==> src/rtl/mips_pkg.sv <==
// Shared MIPS fetch-stage definitions: default datapath constants and the
// next-PC source selector used by the program-counter unit.
package mips_pkg;

    localparam int          DATA_WIDTH   = 32;
    localparam logic [31:0] RESET_VECTOR = 32'h0000_0000;
    localparam logic [31:0] EXC_VECTOR   = 32'h8000_0180;

    typedef enum logic [2:0] {
        SEL_EXC,
        SEL_ERET,
        SEL_RET,
        SEL_JUMP,
        SEL_BRANCH,
        SEL_HOLD,
        SEL_SEQ
    } next_pc_sel_t;

endpackage

==> src/rtl/pc_ras.sv <==
// Circular return-address stack; a push into a full stack overwrites the
// oldest entry and the count saturates at RAS_DEPTH.
module pc_ras #(
    parameter int DATA_WIDTH = 32,
    parameter int RAS_DEPTH  = 4
) (
    input  logic                           clk,
    input  logic                           rst,
    input  logic                           push,
    input  logic                           pop,
    input  logic [DATA_WIDTH-1:0]          push_data,
    output logic [DATA_WIDTH-1:0]          top,
    output logic [$clog2(RAS_DEPTH+1)-1:0] count
);

    localparam int PW = $clog2(RAS_DEPTH);
    localparam int CW = $clog2(RAS_DEPTH + 1);

    logic [DATA_WIDTH-1:0] mem_q [RAS_DEPTH];
    logic [PW-1:0]         ptr_q, ptr_d;
    logic [CW-1:0]         count_q, count_d;

    // ptr_q always points at the next free slot, so the top sits one below it
    assign top   = mem_q[ptr_q - PW'(1)];
    assign count = count_q;

    always_comb begin
        ptr_d   = ptr_q;
        count_d = count_q;
        if (pop) begin
            ptr_d = ptr_q - PW'(1);
            if (count_q != '0) begin
                count_d = count_q - CW'(1);
            end
        end else if (push) begin
            ptr_d = ptr_q + PW'(1);
            if (count_q != CW'(RAS_DEPTH)) begin
                count_d = count_q + CW'(1);
            end
        end
    end

    always_ff @(posedge clk or posedge rst) begin
        if (rst) begin
            ptr_q   <= '0;
            count_q <= '0;
        end else begin
            ptr_q   <= ptr_d;
            count_q <= count_d;
        end
    end

    always_ff @(posedge clk) begin
        if (push && !pop) begin
            mem_q[ptr_q] <= push_data;
        end
    end

endmodule

==> src/rtl/pc_unit.sv <==
// Program-counter unit for the fetch stage: priority next-PC select, PC and
// EPC registers, plus a return-address stack for call/return prediction.
module pc_unit #(
    parameter int                    DATA_WIDTH   = mips_pkg::DATA_WIDTH,
    parameter int                    PC_STEP      = 4,
    parameter logic [DATA_WIDTH-1:0] RESET_VECTOR = DATA_WIDTH'(mips_pkg::RESET_VECTOR),
    parameter logic [DATA_WIDTH-1:0] EXC_VECTOR   = DATA_WIDTH'(mips_pkg::EXC_VECTOR),
    parameter int                    RAS_DEPTH    = 4
) (
    input  logic                           clk,
    input  logic                           rst,
    input  logic                           stall,
    input  logic                           branch_taken,
    input  logic [DATA_WIDTH-1:0]          branch_target,
    input  logic                           jump,
    input  logic                           call,
    input  logic                           ret,
    input  logic [DATA_WIDTH-1:0]          jump_target,
    input  logic                           exception,
    input  logic                           eret,
    output logic [DATA_WIDTH-1:0]          pc_out,
    output logic [DATA_WIDTH-1:0]          pc_plus_step,
    output logic [DATA_WIDTH-1:0]          epc_out,
    output logic [$clog2(RAS_DEPTH+1)-1:0] ras_count,
    output logic                           redirect
);

    import mips_pkg::*;

    logic [DATA_WIDTH-1:0] pc_q, pc_d;
    logic [DATA_WIDTH-1:0] epc_q, epc_d;
    logic [DATA_WIDTH-1:0] ras_top;
    logic                  ras_push, ras_pop;
    next_pc_sel_t          sel;

    assign pc_out       = pc_q;
    assign epc_out      = epc_q;
    assign pc_plus_step = pc_q + DATA_WIDTH'(PC_STEP);

    // Exception is the only source that overrides a stall
    always_comb begin
        sel = SEL_SEQ;
        if (exception)         sel = SEL_EXC;
        else if (stall)        sel = SEL_HOLD;
        else if (eret)         sel = SEL_ERET;
        else if (ret)          sel = SEL_RET;
        else if (jump)         sel = SEL_JUMP;
        else if (branch_taken) sel = SEL_BRANCH;
    end

    always_comb begin
        pc_d     = pc_plus_step;
        epc_d    = epc_q;
        redirect = 1'b1;
        ras_push = 1'b0;
        ras_pop  = 1'b0;
        case (sel)
            SEL_EXC: begin
                pc_d  = EXC_VECTOR;
                epc_d = pc_q;
            end
            SEL_ERET:   pc_d = epc_q;
            SEL_RET: begin
                if (ras_count != '0) begin
                    pc_d    = ras_top;
                    ras_pop = 1'b1;
                end else begin
                    pc_d = jump_target;
                end
            end
            SEL_JUMP: begin
                pc_d     = jump_target;
                ras_push = call;
            end
            SEL_BRANCH: pc_d = branch_target;
            SEL_HOLD: begin
                pc_d     = pc_q;
                redirect = 1'b0;
            end
            default:    redirect = 1'b0;
        endcase
    end

    always_ff @(posedge clk or posedge rst) begin
        if (rst) begin
            pc_q  <= RESET_VECTOR;
            epc_q <= '0;
        end else begin
            pc_q  <= pc_d;
            epc_q <= epc_d;
        end
    end

    pc_ras #(
        .DATA_WIDTH (DATA_WIDTH),
        .RAS_DEPTH  (RAS_DEPTH)
    ) u_ras (
        .clk       (clk),
        .rst       (rst),
        .push      (ras_push),
        .pop       (ras_pop),
        .push_data (pc_plus_step),
        .top       (ras_top),
        .count     (ras_count)
    );

endmodule
==> config.mk <==
export PLATFORM = sky130hd
export DESIGN_NAME = pc_unit
export DESIGN_NICKNAME = d
export VERILOG_FILES = /design/src/rtl/mips_pkg.sv /design/src/rtl/pc_ras.sv /design/src/rtl/pc_unit.sv
export SDC_FILE = /design/constraint.sdc
export NUM_CORES = 1
export LEC_CHECK = 0
export ABC_AREA = 1
export CAP_MARGIN = 20
export CORE_MARGIN = 2
export CORE_UTILIZATION = 48
export DETAILED_ROUTE_END_ITERATION = 8
export PLACE_DENSITY = 0.76
export SLEW_MARGIN = 30
export SYNTH_ARGS = -nofsm -noshare
export SYNTH_HDL_FRONTEND = slang
export SYNTH_SLANG_ARGS = --single-unit
==> constraint.sdc <==
create_clock -name clk -period 3.05 [get_ports clk]
set_clock_uncertainty 0.15 [all_clocks]
set_input_delay 0.915 -clock clk [delete_from_list [all_inputs] [get_ports clk]]
set_output_delay 0.915 -clock clk [all_outputs]
set_load 0.01 [all_outputs]
==> results of run 1 <==
==> what timing repair did <==
action	4_1_cts	5_1_grt
buffers inserted	5	17
gates resized for setup	94	111
endpoints found under the setup margin	29	28
pin swaps	9	21
==> registers in the layout (all words and copies together) (netlist names) <==
name,flops
pc_out,32
u_ras.ptr_q,2
u_ras.mem_q,128
epc_out,32
u_ras.count,3
==> kinds of logic (layout without fill, tap and decap cells) <==
family          count (synthesis)  after routing
flops                         197            197
xor+xnor                       18             18
buf+inv                       151            441
fa+ha+maj                       6              6
compound gates                156            156
simple gates                  625            625
==> layout make-up <==
type	count	area, um^2	share of cell area [%]
clock buffers	18	439	3.15
clock inverters	14	211	1.52
inverters	100	375	2.70
multi-input cells	805	4150	29.8
flip-flops and latches	197	5580	40.1
well taps	270	338	2.43
repair buffers	309	2830	20.3
==> through the flow <==
| step | TNS, ns | util [%] |
|---|---|---|
| final | -0.298 | 68.6 |
| after global routing | -1.06 | 68.6 |
| after CTS | -0.893 | 67.0 |
| after detailed placement | -19.33 | 63.0 |
| after global placement | -11.15 | 63.0 |
| after floorplan | -15.43 | - |
==> where the power goes <==
group          total [mW]  internal, mW  switching [mW]  leakage, nW
logic                3.78          1.42            2.37         3.54
registers            3.30          3.10           0.194         2.06
clock network        2.50          1.43            1.07        0.322
==> cells in the final DEF (no fill, tap or decap), drive strengths merged, types with 8 or more instances in the layout <==
cell type / count
nand2: 336
nand4: 17
edfxtp: 128
dfrtp: 69
a22oi: 18
inv: 106
o211ai: 9
o21ai: 85
a21oi: 27
o221ai: 10
dlygate4sd2: 8
nand3: 81
clkdlybuf4s50: 138
clkbuf: 27
xor2: 17
buf: 148
nor2: 179
==> worst min-delay path, delay by kind of cell, from the launching register on <==
family	cells	cell delay [ns]
DFF	1	0.37
and+or+nand+nor	2	0.11
==> routing by layer <==
metal	global-route usage [%]	vias up	routed length, um
li1	-	4356	-
met1	41.1	4552	13000
met2	48.0	593	15800
met3	6.60	93	3700
met4	14.1	0	1380
met5	0	-	0
==> how the worst min path moves through the flow <==
stage | start | endpoint | cells after the start | slack (ns)
6_report | epc_out[0] | epc_out[0] | 2 | 0.36
4_1_cts | epc_out[3] | epc_out[3] | 2 | 0.37
3_5_place_dp | epc_out[14] | epc_out[14] | 2 | 0.35
5_1_grt | epc_out[0] | epc_out[0] | 2 | 0.39
3_3_place_gp | epc_out[0] | epc_out[0] | 2 | 0.34
2_1_floorplan | epc_out[8] | epc_out[8] | 2 | 0.38
==> results.md, run 1 <==
* Wire length per cell after detailed routing at 19.8 um
* Post-Synth XOR/XNOR Area at 1.58%
* Final hold violation count at 0
* Library cell appearing most often on the critical path: sky130_fd_sc_hd__nand2_1
* Sequential area share after synthesis at 55.8%
* Post-synth cell types at 36
* Main combinational cell family by area after synthesis: simple AND/OR/NAND/NOR gates
* Number of synthesized register bits at 197
* Critical R2R Launch: u_ras.count[2]
* Multiplexer area fraction after synthesis at 0%
* Synth Area in Simple Gates at 26.1%
* Net count of the mapped netlist at 1232
* CP Launch Point: pc_out[11]
* First-pass GRT wire length at 50600 um
* Number of search-and-repair iterations in the first detailed-routing pass at 6
* Final number of setup-violating endpoints at 7
* Count of port buffers added during placement at 172
* I/O pin count at 173
* Ratio of cells with drive above 1 in the final layout at 21.6%
* Standard cell core area at 20300 um^2
* Post-synthesis cell type with the largest combined area: sky130_fd_sc_hd__edfxtp_1
* Area of the die at 22000 um^2
* Final antenna-violating net count at 0
* Slew Viols, Final at 0
* Count of vias placed by the detailed router at 9594
* Clock Tree Buf Depth at 2
* Mapped Cells at 1153
* Post-detailed-placement half-perimeter wirelength at 23100 um
* Die boundary height at 148 um
* Most common cell in the synthesized netlist: sky130_fd_sc_hd__nand2_1
* Flip-flop cell with the highest count after synthesis: sky130_fd_sc_hd__edfxtp_1
* Antenna violations before repair at 0
* Mean instance size in the synthesized netlist at 8.66 um^2
* Register clock-pin slew on the reported worst setup and hold paths at 0.07 ns
* Width of the die at 148 um
* Asr flop ratio synth at 35.0%
* Synth Area in Adders at 0.752%
* Effective utilization at floorplan at 49.2%
* 1st-iter DRT viols at 862
* Time the worst path needs with I/O delays and setup at 3.14 ns
* Fraction of synthesized cell area taken by the top area cell type at 38.5%
* Number of placed instances, taps included at 1659
* DRT Wirelength at 33900 um
* R2R Setup Slk at 0.72 ns
* Max-slew headroom at the worst pin at 50.3%
* Number of antenna repair diodes at 0
* Finished Cell Area at 13900 um^2
* Critical Path Max Stage Delay at 0.43 ns
* Violated checks: setup timing
* Worst hold slack after final layout at 0.359 ns
* Clk root buf: sky130_fd_sc_hd__clkbuf_16
* Area after detailed placement at 12800 um^2
* Vias per cell at 5.60
* Maximum vdd drop at 0.000717 V
* Critical Path End: pc_plus_step[31]
* Clock tree from TritonCTS: done
* Critical Path Slowest Stage Cell: sky130_fd_sc_hd__dfrtp_1
* Top post-synthesis cells by area: sky130_fd_sc_hd__edfxtp_1 (39%), sky130_fd_sc_hd__dfrtp_1 (17%), sky130_fd_sc_hd__nand2_1 (12%), sky130_fd_sc_hd__nor2_1 (6.6%), sky130_fd_sc_hd__o21ai_0 (4.2%)
* Most common library cells after synthesis: sky130_fd_sc_hd__nand2_1 (330), sky130_fd_sc_hd__nor2_1 (175), sky130_fd_sc_hd__edfxtp_1 (128)
* Family with the most delay on the worst path: simple AND/OR/NAND/NOR gates
* Critical register-to-register path endpoint: pc_out[17]
* Cell count along the critical path at 10
* CP Data Required Time at 1.98 ns
* Critical path start-end classification: register to output pin
* Pwr/cell area at 688 nW/um^2
* Buf+Inv Stages, Crit Path at 3
* Critical Path Start Type: register
* Largest net degree at the start of global routing at 68
* Worst-Margin Slew at 0.745 ns
* RSZ-0062 raised after global routing: yes
* Result of the run: finished, violations left
* Gr usage total at 30.6%
* Worst path cell trace: buf_4, nand2_2, nor2_2, nand2_1, nor2_1, buf_4, nand2_1, nand2_1, nand2_2, clkdlybuf4s15_2
* Floorplan row count at 52
* # DRC at 0
* Number of warning messages in the yosys log at 0
* Clock H-tree levels at 4
* Data arrival, critical path at 2.07 ns
* Crit. End Element: output pin
* Hold Path Class: register to register
* Number of violations of the max-capacitance limit at 0
* Pleak at 5.92 nW
* Number of enable flip-flop cells after synthesis at 128
* Max Clk Rate at 0.319 GHz
* Area growth from synthesis to layout at 39.5%
* Crit Path Max Fanout at 3
* Number of buffers inserted by hold repair at cts at 0
* Final Net Count at 1509
* Final weighted congestion of routability-driven global placement at 1.08
* Worst-case setup margin in the final layout at -0.0852 ns
* Tcrit/Tclk final at 103%
* Pwr Total at 9.58 mW
* Number of buffers added by the clock tree synthesis step at 17
* Vias in the first global route at 9138
* Insertion delay to the later sink of the worst-skew pair at 0.44 ns
* Final-layout fill cell count at 1524
* Worst setup timing slack at the placement stage at -0.428 ns
* Synthesized-area fraction occupied by ao, oa, aoi and oai cells at 9.19%
* Gr ovfl total at 0
* Final std cells w/o fill at 1713
* Depth of the worst register-to-register path at 7
* Number of sinks handled by clock tree synthesis at 197
* Syn Std Cell Area at 9980 um^2
Power figures use the tool's default switching activity.
==> run 2: changes to the inputs <==
Settings changed: ABC_CLOCK_PERIOD_IN_PS set to 3050, GPL_ROUTABILITY_DRIVEN set to 1.
==> results of run 2 <==
Same layout as run 1: the final DEF is identical, and so are final timing and power.
